[config.mk]
export PLATFORM = sky130hd
export DESIGN_NAME = iso14443_2a_miller_decode_mr
export DESIGN_NICKNAME = d
export VERILOG_FILES = /design/src/rtl/iso14443_2a_miller_decode_mr.sv
export SDC_FILE = /design/constraint.sdc
export NUM_CORES = 1
export LEC_CHECK = 0
export ABC_AREA = 1
export CAP_MARGIN = 20
export CORE_UTILIZATION = 35
export CTS_BUF_LIST = sky130_fd_sc_hd__clkbuf_4
export DETAILED_ROUTE_END_ITERATION = 7
export PLACE_DENSITY = 0.57
export SLEW_MARGIN = 20
export SYNTH_ARGS = -nofsm -noshare
export SYNTH_HDL_FRONTEND = slang
export SYNTH_SLANG_ARGS = --single-unit
[constraint.sdc]
create_clock -name clk -period 7.6 [get_ports clk]
set_clock_uncertainty 0.1 [all_clocks]
set_input_delay 1.52 -clock clk [delete_from_list [all_inputs] [get_ports clk]]
set_output_delay 1.52 -clock clk [all_outputs]
set_load 0.02 [all_outputs]
[src/rtl/iso14443_2a_miller_decode_mr.sv]
// Multi-rate modified-Miller decoder for the ISO/IEC 14443-2A PCD->PICC link.
// Turns end-of-pause events into SOC, data bits, EOC and error pulses.
module iso14443_2a_miller_decode_mr #(
  parameter int unsigned BASE_PERIOD = 128,
  parameter int unsigned RATE_SEL_W  = 2,
  parameter int unsigned MAX_RATE    = 3
) (
  input  logic                  clk,
  input  logic                  rst,
  input  logic                  pause_n_synchronised,
  input  logic [RATE_SEL_W-1:0] rate_sel,
  output logic                  soc,
  output logic                  eoc,
  output logic                  data,
  output logic                  data_valid,
  output logic                  error,
  output logic                  active
);

  localparam int unsigned CW = $clog2(BASE_PERIOD);
  localparam int unsigned PW = CW + 1;

  typedef enum logic [1:0] {
    S_IDLE,
    S_RX,
    S_ERR_WAIT
  } state_t;

  state_t                  state, state_nx;
  logic [CW-1:0]           cnt, cnt_nx;
  logic [RATE_SEL_W-1:0]   rate_lat, rate_nx, rate_clamped;
  logic                    prev_pause, pe;
  logic                    prev_bit, prev_bit_nx;
  logic                    z_flag, z_nx, x_flag, x_nx;
  logic                    first_sym, first_nx;
  logic                    soc_nx, eoc_nx, data_nx, dv_nx, err_nx;

  logic [PW-1:0]           t_per, q1, q3, half, cnt_w;
  logic [CW-1:0]           t_last;
  logic                    in_x, is_dec, z_eff, x_eff;

  assign rate_clamped = (rate_sel > RATE_SEL_W'(MAX_RATE)) ? RATE_SEL_W'(MAX_RATE) : rate_sel;

  assign t_per  = PW'(BASE_PERIOD) >> rate_lat;
  assign t_last = CW'(t_per - PW'(1));
  assign q1     = t_per >> 2;
  assign half   = t_per >> 1;
  assign q3     = t_per - q1;
  assign cnt_w  = {1'b0, cnt};
  assign in_x   = (cnt_w >= q1) && (cnt_w < q3);
  assign is_dec = (cnt_w == q3 - PW'(1));
  assign active = (state == S_RX);

  always_ff @(posedge clk) begin
    if (rst) begin
      state      <= S_IDLE;
      cnt        <= '0;
      prev_pause <= 1'b1;
      pe         <= 1'b0;
      rate_lat   <= '0;
      prev_bit   <= 1'b0;
      z_flag     <= 1'b0;
      x_flag     <= 1'b0;
      first_sym  <= 1'b0;
      soc        <= 1'b0;
      eoc        <= 1'b0;
      data       <= 1'b0;
      data_valid <= 1'b0;
      error      <= 1'b0;
    end else begin
      state      <= state_nx;
      cnt        <= cnt_nx;
      prev_pause <= pause_n_synchronised;
      pe         <= pause_n_synchronised & ~prev_pause;
      rate_lat   <= rate_nx;
      prev_bit   <= prev_bit_nx;
      z_flag     <= z_nx;
      x_flag     <= x_nx;
      first_sym  <= first_nx;
      soc        <= soc_nx;
      eoc        <= eoc_nx;
      data       <= data_nx;
      data_valid <= dv_nx;
      error      <= err_nx;
    end
  end

  always_comb begin
    state_nx    = state;
    cnt_nx      = cnt;
    rate_nx     = rate_lat;
    prev_bit_nx = prev_bit;
    z_nx        = z_flag;
    x_nx        = x_flag;
    first_nx    = first_sym;
    soc_nx      = 1'b0;
    eoc_nx      = 1'b0;
    data_nx     = 1'b0;
    dv_nx       = 1'b0;
    err_nx      = 1'b0;
    z_eff       = z_flag | (pe & ~in_x);
    x_eff       = x_flag | (pe & in_x);

    case (state)
      S_IDLE: begin
        rate_nx = rate_clamped;
        cnt_nx  = '0;
        // an event coinciding with the eoc pulse is the tail of the old frame
        if (pe && !eoc) begin
          soc_nx      = 1'b1;
          cnt_nx      = CW'(1);
          prev_bit_nx = 1'b0;
          z_nx        = 1'b0;
          x_nx        = 1'b0;
          first_nx    = 1'b1;
          state_nx    = S_RX;
        end
      end

      S_RX: begin
        if (pe)
          cnt_nx = in_x ? (CW'(half) + CW'(1)) : CW'(1);
        else
          cnt_nx = (cnt == t_last) ? '0 : cnt + CW'(1);
        z_nx = z_eff;
        x_nx = x_eff;
        if (is_dec) begin
          z_nx     = 1'b0;
          x_nx     = 1'b0;
          first_nx = 1'b0;
          // the first decision closes the SOC symbol itself: any extra pause there is illegal
          if (first_sym) begin
            if (z_eff || x_eff) err_nx = 1'b1;
          end else if (z_eff && x_eff) begin
            err_nx = 1'b1;
          end else if (x_eff) begin
            data_nx     = 1'b1;
            dv_nx       = 1'b1;
            prev_bit_nx = 1'b1;
          end else if (z_eff) begin
            if (prev_bit) err_nx = 1'b1;
            else          dv_nx  = 1'b1;
          end else if (prev_bit) begin
            dv_nx       = 1'b1;
            prev_bit_nx = 1'b0;
          end else begin
            eoc_nx   = 1'b1;
            state_nx = S_IDLE;
          end
          if (err_nx) begin
            state_nx = S_ERR_WAIT;
            cnt_nx   = '0;
          end
        end
      end

      S_ERR_WAIT: begin
        // counter measures how long pause_n has stayed high
        if (!pause_n_synchronised) begin
          cnt_nx = '0;
        end else if (cnt == t_last) begin
          cnt_nx   = '0;
          state_nx = S_IDLE;
        end else begin
          cnt_nx = cnt + CW'(1);
        end
      end

      default: state_nx = S_IDLE;
    endcase
  end

endmodule
# --- Yosys cells after proc, flatten, opt, wreduce, memory -nomap -nowiden ---
# Index checks and enable logic that the tools add are counted.
totals:
  input_bits: 5
  reg_bits: 22
  mem_bits_ro: 0
  out_inout_bits: 6
  wordCells: 112
  mem_bits_rw: 0
  latchBits: 0
  mem_count: 0
op_classes:
  add_sub_neg: 5
  div_mod_pow: 0
  n_bitwise: 10
  n_shift: 1
  magnitude_cmp: 3
  reduce_logical: 16
  eq_ne: 16
  mul: 0
  mux: 47
ops:
  columns: ["cell", "count"]
  rows:
  - ["$mux 7", 6]
  - ["$mux 1", 24]
  - ["$mux 2", 11]
  - ["$pmux 7 s3", 1]
  - ["$ne 3x2->1 const B", 6]
  - ["$add 7x1->7 const B", 2]
  - ["$ne 2x2->1 const B", 5]
  - ["$reduce_and 9->1", 1]
  - ["$eq 7x8->1", 1]
  - ["$lt 7x8->1", 1]
  - ["$pmux 1 s2", 4]
  - ["$shr 8x2->8 const A", 1]
  - ["$sub 8x1->8 const B", 1]
  - ["$sub 8x6->8", 1]
  - ["$eq 7x7->1", 1]
  - ["$ge 7x6->1", 1]
  - ["$reduce_or 7->1", 1]
  - ["$sub 7x1->7 const B", 1]
  - ["$pmux 2 s3", 1]
  - ["$reduce_and 6->1", 1]
  - ["$not 1->1", 5]
  - ["$reduce_or 5->1", 1]
  - ["$and 1x1->1", 3]
  - ["$logic_and 1x1->1", 3]
  - ["other kinds (14)", 15]

# --- Longest topological paths before layout ---
depth:
  ltp_word: 16
  depth_mapped: 22

# --- Worst setup path after synthesis ---
# No wires, ideal clock.
synth_path:
  kind: "flip-flop to flip-flop"
  start: "register rate_lat[1]"
  end: "register cnt[1]"
  path_buffers: 0
  setup_time_ns: 0.132
  stages_incl_launch_ff: 23
  arrival_ns: 2.279
  slack_ns: 5.088
  synth_period_minus_slack_ns: 2.512
  required_time_ns: 7.368
  cell_sequence: "dfxtp_1 > inv_1 > ha_1 > inv_1 > ha_1 > inv_1 > nor2_1 > nand2_1 > nand2_1 > inv_2 > nand2_1 > nand2_1 > nand2_2 > ha_1 > nand3_1 > nand2_1 > nand2_2 > nand2_2 > nand2_4 > nand2_1 > nand2_1 > nand3b_1 > a21oi_1"
synth_between:
  elab_chain_len: 16
synth_rtl:
  columns: ["element", "line_no", "source"]
  rows:
  - ["from (decl)", "31", "logic [RATE_SEL_W-1:0] rate_lat, rate_nx, rate_clamped;"]
  - ["from (signal assigned)", "75", "rate_lat <= rate_nx;"]
  - ["$shr 8x2->8 *", "44", "assign t_per = PW'(BASE_PERIOD) >> rate_lat;"]
  - ["$sub 8x6->8", "48", "assign q3 = t_per - q1;"]
  - ["$lt 7x8->1", "50", "assign in_x = (cnt_w >= q1) && (cnt_w < q3);"]
  - ["$logic_and 1x1->1", "50", null]
  - ["$not 1->1", "101", "z_eff = z_flag | (pe & ~in_x);"]
  - ["$and 1x1->1", "101", null]
  - ["$or 1x1->1", "101", null]
  - ["$mux 1", "140", "end else if (z_eff) begin"]
  - ["$mux 1", "136", "end else if (x_eff) begin"]
  - ["$mux 1", "134", "end else if (z_eff && x_eff) begin"]
  - ["$mux 1", "132", "if (first_sym) begin"]
  - ["$mux 1", "127", "if (is_dec) begin"]
  - ["$mux 1", "104", "case (state)"]
  - ["$mux 7", "150", "if (err_nx) begin"]
  - ["$mux 7", "127", null]
  - ["$pmux 7 s3 *", "104", null]
  - ["to (signal assigned)", "72", "cnt <= cnt_nx;"]
  - ["to (decl)", "30", "logic [CW-1:0] cnt, cnt_nx;"]
# Mark *: on every way between the ends. The rest lies on a longest branch, timed or not. The select of a mux whose other input is x is not followed.
# A chain may end at the register's enable or synchronous reset.

# --- Worst setup path in the final report ---
layout_path:
  start: "register state[1]"
  end: "output active"
layout_between:
  elab_chain_len: 1
layout_rtl:
  columns: ["element", "line_no", "source"]
  rows:
  - ["from (decl)", "29", "state_t state, state_nx;"]
  - ["from (signal assigned)", "71", "state <= state_nx;"]
  - ["$eq 2x1->1", "52", "assign active = (state == S_RX);"]
  - ["to (decl)", "17", "output logic active"]
# No other way between the ends.

==> metrics.md <==
| Metric | Value |
|---|---|
| Worst-skew pair later-pin latency | `0.30 ns` |
| Top cells by area, synth | `dfxtp_1, ha_1, nand2_1, inv_1, nor2_1` |
| Switch share | `0.4369` |
| Global-route wire length before repair | `6479 µm` |
| Cell area after layout | `1874 µm²` |
| Final GP Congestion | `0.8085` |
| Vias | `1498` |
| CP Launch Type | `register` |
| Internal power | `208.9 µW` |
| Fmax | `0.2976 GHz` |
| Arrival time at the worst endpoint | `1.74 ns` |
| Placed inst area | `1848 µm²` |
| CP max FO | `9` |
| HP Class | `register to register` |
| Setup violators final | `0` |
| Clk slew on worst S/H paths | `0.12 ns` |
| Layout cells sized above 1 | `0.09057` |
| RSZ-0062 raised after global routing | `no` |
| CP Class | `register to output port` |
| Combinational share of power | `0.480` |
| Max Cap Viol | `0` |
| Reg2reg setup slack | `4.64 ns` |
| Filler Cells Inserted | `487` |
| Hold Startpoint | `prev_pause` |
| Resized Gates After CTS | `0` |
| Routed WL | `3779 µm` |
| Net Count, Synth | `282` |
| TritonCTS clock tree | `built` |
| Setup tns final | `0 ns` |
| Initial drt markers | `66` |
| Crit end category | `output port` |
| FF/Latch Area | `440.4 µm²` |
| Area of the multi-input gates | `1080 µm²` |
| Fin crit share | `0.4421` |
| R2R depth | `22` |
| Via density per instance | `4.726` |
| Fin. Hold Viols | `0` |
| Synth cell types | `31` |
| Starting Density | `0.3764` |
| Chip Width | `71.60 µm` |
| Cell taking the most area after synthesis | `dfxtp_1` |
| Reg-to-Reg Start | `rate_lat[1]` |
| Vias in the first global route | `1361` |
| Min cycle time layout | `3.360 ns` |
| Post-DP HPWL | `2986 µm` |
| R2r endpoint | `cnt[2]` |
| Port bufs | `10` |
| CTS sink cnt | `22` |
| Mapped Cells | `254` |
| Avg WL per Cell | `11.92 µm` |
| Crit path required time | `5.98 ns` |
| P_leak | `0.0009202 µW` |
| Hold buffers post-CTS | `0` |
| Remaining DRCs | `0` |
| I/O Pins | `11` |
| Num CTS Buffers | `3` |
| Die area | `5127 µm²` |
| Least-Margin Pin Slew | `0.5406 ns` |
| CORE AREA | `4504 µm²` |
| Psw | `162.1 µW` |
| All-Layer GR Usage | `0.1617` |
| Row count | `24` |
| WHS Path Cells | `1` |
| Number of setup buffers added after CTS | `0` |
| Largest net degree at the start of global routing | `15` |
| Post-Syn Area | `1695 µm²` |
| N_diodes | `0` |
| Share of power burned in registers | `0.372` |
| Die H | `71.60 µm` |
| PD cells | `197.9 nW/µm²` |
| Antenna violations before repair | `0` |
| Hold slack | `0.2980 ns` |
| Routed Antenna Nets | `0` |
| Syn avg cell area | `6.675 µm²` |
| Max_slew headroom | `0.6385` |
| Slew Limit Fails | `0` |
| Yosys top cell area share | `0.2598` |
| Flops & latches, synth | `22` |
| Root buf cell | `clkbuf_4` |
| Sequential share of the synthesized area | `0.2598` |
| Grt ovf | `0` |
| Maximum clock path buffer count | `2` |
| Outcome | `completed` |
| Htree depth | `1` |
| Peak supply drop | `0.0001058 V` |
| Hold EP | `pe` |
| Clock share of power | `0.148` |
| Post-layout nets | `294` |
| Ys Warns | `0` |
| Layout area overhead | `10.55%` |
| Initial DRT Pass Iterations | `4` |
-- power by group through the flow --
| stage | Combinational, µW | Clock (µW) | Sequential (µW) |
|---|---|---|---|
| final | 178 | 54.9 | 138 |
| after global routing | 207 | 63.2 | 140 |
| after CTS | 180 | 57.5 | 138 |
| after detailed placement | 178 | 0 | 141 |
| after global placement | 178 | 0 | 141 |
| after floorplan | 138 | 0 | 138 |
-- per-stage QoR --
step	std cells	power (µW)	util	setup slack, ns
global placement	313	319.2	0.4103	4.551
finish	317	370.9	0.4161	4.240
global route	317	410.0	0.4161	4.076
CTS	317	375.9	0.4161	4.219
detailed placement	313	319.2	0.4103	4.466
floorplan	254	275.9	-	5.088
-- sequential cells by signal (all words and copies together) (netlist names) --
| name | cells |
|---|---|
| soc | 1 |
| x_flag | 1 |
| first_sym | 1 |
| prev_bit | 1 |
| prev_pause | 1 |
| eoc | 1 |
| z_flag | 1 |
| pe | 1 |
| state | 2 |
| cnt | 7 |
| data_valid | 1 |
| error | 1 |
| rate_lat | 2 |
| data | 1 |
-- cell usage after synthesis --
master    instances
a32o_1            2
and3_1            1
o21a_1            1
nand2_1          67
nand2_4           2
ha_1             23
nor4_1            2
dfxtp_1          22
nor2_2            2
nand3b_1          3
o21ai_2           1
o21ai_0           6
nor3b_1           1
o22ai_1           1
inv_2             6
nand3_1          13
or2_0             1
a21oi_2           1
a21oi_1          15
buf_2             1
nor3_1            5
nand2_2           6
a211oi_1          1
inv_1            36
xnor2_1           1
o21ai_1           5
nor2_1           21
clkbuf_1          2
xor2_1            3
nand3_2           2
clkinv_2          1
-- worst max-delay path by stage --
stage / slack (ns) / from / endpoint / cells after the start
5_1_grt: 4.08 / state[1] / active / 3
3_3_place_gp: 4.55 / rst / data_valid / 6
2_1_floorplan: 5.09 / rate_lat[1] / cnt[1] / 22
6_report: 4.24 / state[1] / active / 3
3_5_place_dp: 4.47 / rst / data_valid / 6
4_1_cts: 4.22 / state[1] / active / 3
-- cell families (layout without fill, tap and decap cells) --
kind of cell,count (synthesis),count (layout),share of synthesized area
AO/OA/AOI/OAI,33,33,0.1114
XOR/XNOR,4,4,0.02067
adder cells (fa/ha/maj),23,23,0.1697
buffers and inverters,46,57,0.1033
flip-flops,22,22,0.2598
AND/OR/NAND/NOR,126,126,0.3351
-- layer usage --
layer | part of all wire | vias to the layer above | track usage
met3 | 0.028 | 2 | 0.02954
li1 | - | 821 | -
met2 | 0.45 | 21 | 0.2683
met4 | 0.0050 | 0 | 0.02614
met1 | 0.51 | 654 | 0.2229
met5 | 0 | - | 0
-- cells in the final DEF (no fill, tap or decap), drive strengths merged --
cell	count
a211oi	1
a21oi	16
a32o	2
and3	1
clkbuf	3
clkdlybuf4s50	10
clkinv	2
dfxtp	22
ha	23
inv	42
nand2	75
nand3	15
nand3b	3
nor2	23
nor3	5
nor3b	1
nor4	2
o21a	1
o21ai	12
o22ai	1
or2	1
xnor2	1
xor2	3
-- cell type report --
cell class | count | area share
multi-input combinational | 186 | 0.5761
timing repair buffer | 10 | 0.05340
sequential | 22 | 0.2350
clock buffer | 3 | 0.01202
clock inverter | 1 | 0.002003
tap | 52 | 0.03471
inverter | 43 | 0.08678
-- critical path, stage by stage (launching register included) --
cell	delay (ns)
dfxtp_1	0.36
inv_1	0.08
ha_1	0.34
clkdlybuf4s50_1	0.67
(Power assumes the default switching activity.)
==> edit (config.mk and constraints unchanged) <==
Put one more register stage on the output `eoc`. The value now appears one clock later. The other outputs are not delayed to match.
--- a/src/rtl/iso14443_2a_miller_decode_mr.sv
+++ b/src/rtl/iso14443_2a_miller_decode_mr.sv
@@ -26,4 +26,6 @@
     S_ERR_WAIT
   } state_t;
+
+  logic eoc_s0;
 
   state_t                  state, state_nx;
@@ -64,5 +66,5 @@
       first_sym  <= 1'b0;
       soc        <= 1'b0;
-      eoc        <= 1'b0;
+      eoc_s0     <= 1'b0;
       data       <= 1'b0;
       data_valid <= 1'b0;
@@ -79,5 +81,5 @@
       first_sym  <= first_nx;
       soc        <= soc_nx;
-      eoc        <= eoc_nx;
+      eoc_s0     <= eoc_nx;
       data       <= data_nx;
       data_valid <= dv_nx;
@@ -107,5 +109,5 @@
         cnt_nx  = '0;
         // an event coinciding with the eoc pulse is the tail of the old frame
-        if (pe && !eoc) begin
+        if (pe && !eoc_s0) begin
           soc_nx      = 1'b1;
           cnt_nx      = CW'(1);
@@ -171,3 +173,11 @@
   end
 
+  always_ff @(posedge clk) begin
+    if (rst) begin
+      eoc <= '0;
+    end else begin
+      eoc <= eoc_s0;
+    end
+  end
+
 endmodule
Behaviour: no difference found for any inputs over 10 cycles, from zero or initial values and one cycle with rst high; that may be too few to reach the edited logic, so the function may still have changed.
==> edit against the original RTL <==
Sequential cell count grew 1; clock power grew 13%; die area grew 7.0%; final area grew 7.7%; routed wire length grew 1.6%; utilization is essentially flat; power grew 21%; synthesized area grew 7.2%; setup slack lost 0.055 ns; sequential power grew 7%.
==> edit: results <==
export IMPL_status="completed"
export IMPL_slew_headroom_pct=50.5
export IMPL_post_route_period_util_pct=44.9
export IMPL_seq_area_frac_synth_pct=25.3
export IMPL_grt_pass1_vias=1329
export IMPL_grt_max_degree=16
export IMPL_pre_cts_slack_ns=4.36
export IMPL_post_cts_buffers=0
export IMPL_avgSynthCellArea_um2=7.16
export IMPL_grtUsageMet2_pct=25.2
export IMPL_max_vdd_ir_drop_mv=0.125
export IMPL_stdcell_count=332
export IMPL_hpwlAfterDp_um=3110
export IMPL_grt_pass1_wl_um=6420
export IMPL_cts_htree_levels=1
export IMPL_vias=1503
export IMPL_dr_pass1_iters=4
export IMPL_drt_met1_wl_um=1980
export IMPL_port_buffers=10
export IMPL_synth_net_count=282
export IMPL_final_net_count=294
export IMPL_use_met1_pct=21.5
export IMPL_wl_met3_um=90
export IMPL_synthFlopType="dfxtp_1"
export IMPL_cts_root_buf="clkbuf_4"
export IMPL_clkTransAtPathRegs_ns=0.13
export IMPL_arrival_ns=1.79
export IMPL_highest_layer="met4"
export IMPL_grt_antenna_before_repair=0
export IMPL_power_leakage_nw=0.918
export IMPL_wl_met2_um=1750
export IMPL_synth_cell_types=35
export IMPL_yosys_top_cells_area="dfxtp_1 25%, ha_1 16%, nand2_1 11%"
export IMPL_ys_warn_count=0
export IMPL_fillerInstances=536
export IMPL_p_int_uw=241
export IMPL_hold_path_class="flop to flop"
export IMPL_grtUsageMet3_pct=2.85
export IMPL_wl_per_cell_um=11.6
export IMPL_place_area_um2=1990
export IMPL_grt_usage_pct=15.4
export IMPL_cts_buffer_depth=2
export IMPL_ctsResizeCount=0
export IMPL_drt_initial_drc_count=55
export IMPL_ys_top_cells_by_count="55 x nand2_1, 39 x inv_1, 23 x dfxtp_1, 23 x ha_1, 20 x nor2_1"
export IMPL_layout_drive_gt1_share_pct=15.8
export IMPL_ys_async_sr_fraction_pct=0
export IMPL_gp_routability_congestion=0.788
export IMPL_largestRegisters="cnt x7, rate_lat x2, state x2"
[edit: cell count changes in the layout (fill, tap and decap cells not counted), sizes merged, moves of 2 or more]
| cell | change |
|---|---|
| nand2 | -9 |
| nor2 | -2 |
| a32o | -2 |
| or2 | +3 |
| xnor2 | +2 |
| nand4 | +5 |
| inv | +2 |
| nand3 | +2 |
[edit: cell type report]
class | count | area, um^2 | area share (%)
multi-input cells | 183 | 1170 | 58.0
flip-flops and latches | 23 | 460 | 22.8
inverters | 45 | 174 | 8.62
repair buffers | 10 | 100 | 4.96
well taps | 67 | 83.8 | 4.15
clock buffers | 4 | 30.0 | 1.49
[edit: power by group through the flow]
stage / Combinational [mW] / Clock [mW] / Sequential (mW)
2_1_floorplan: 0.187 / 0 / 0.147
3_3_place_gp: 0.239 / 0 / 0.150
3_5_place_dp: 0.239 / 0 / 0.150
4_1_cts: 0.240 / 0.0660 / 0.147
5_1_grt: 0.275 / 0.0704 / 0.150
6_report: 0.240 / 0.0622 / 0.147
[edit: kinds of logic (layout without fill, tap and decap cells)]
logic type / count (synthesis) / count (layout) / share of synthesized area (%)
AND/OR/NAND/NOR: 123 / 123 / 34.0
buffers and inverters: 48 / 59 / 10.3
AO/OA/AOI/OAI: 31 / 31 / 11.6
adder cells (fa/ha/maj): 23 / 23 / 15.8
flip-flops: 23 / 23 / 25.3
XOR/XNOR: 6 / 6 / 2.89
[edit: path summary, 6_finish.rpt]
path / from / to / slack, ns / cells after the start
setup / recovery: state[1] / active / 4.19 / 3
hold / removal: prev_pause / pe / 0.30 / 1
setup reg to reg: rate_lat[1] / cnt[1] / 4.81 / 20
hold reg to reg: prev_pause / pe / 0.30 / 1
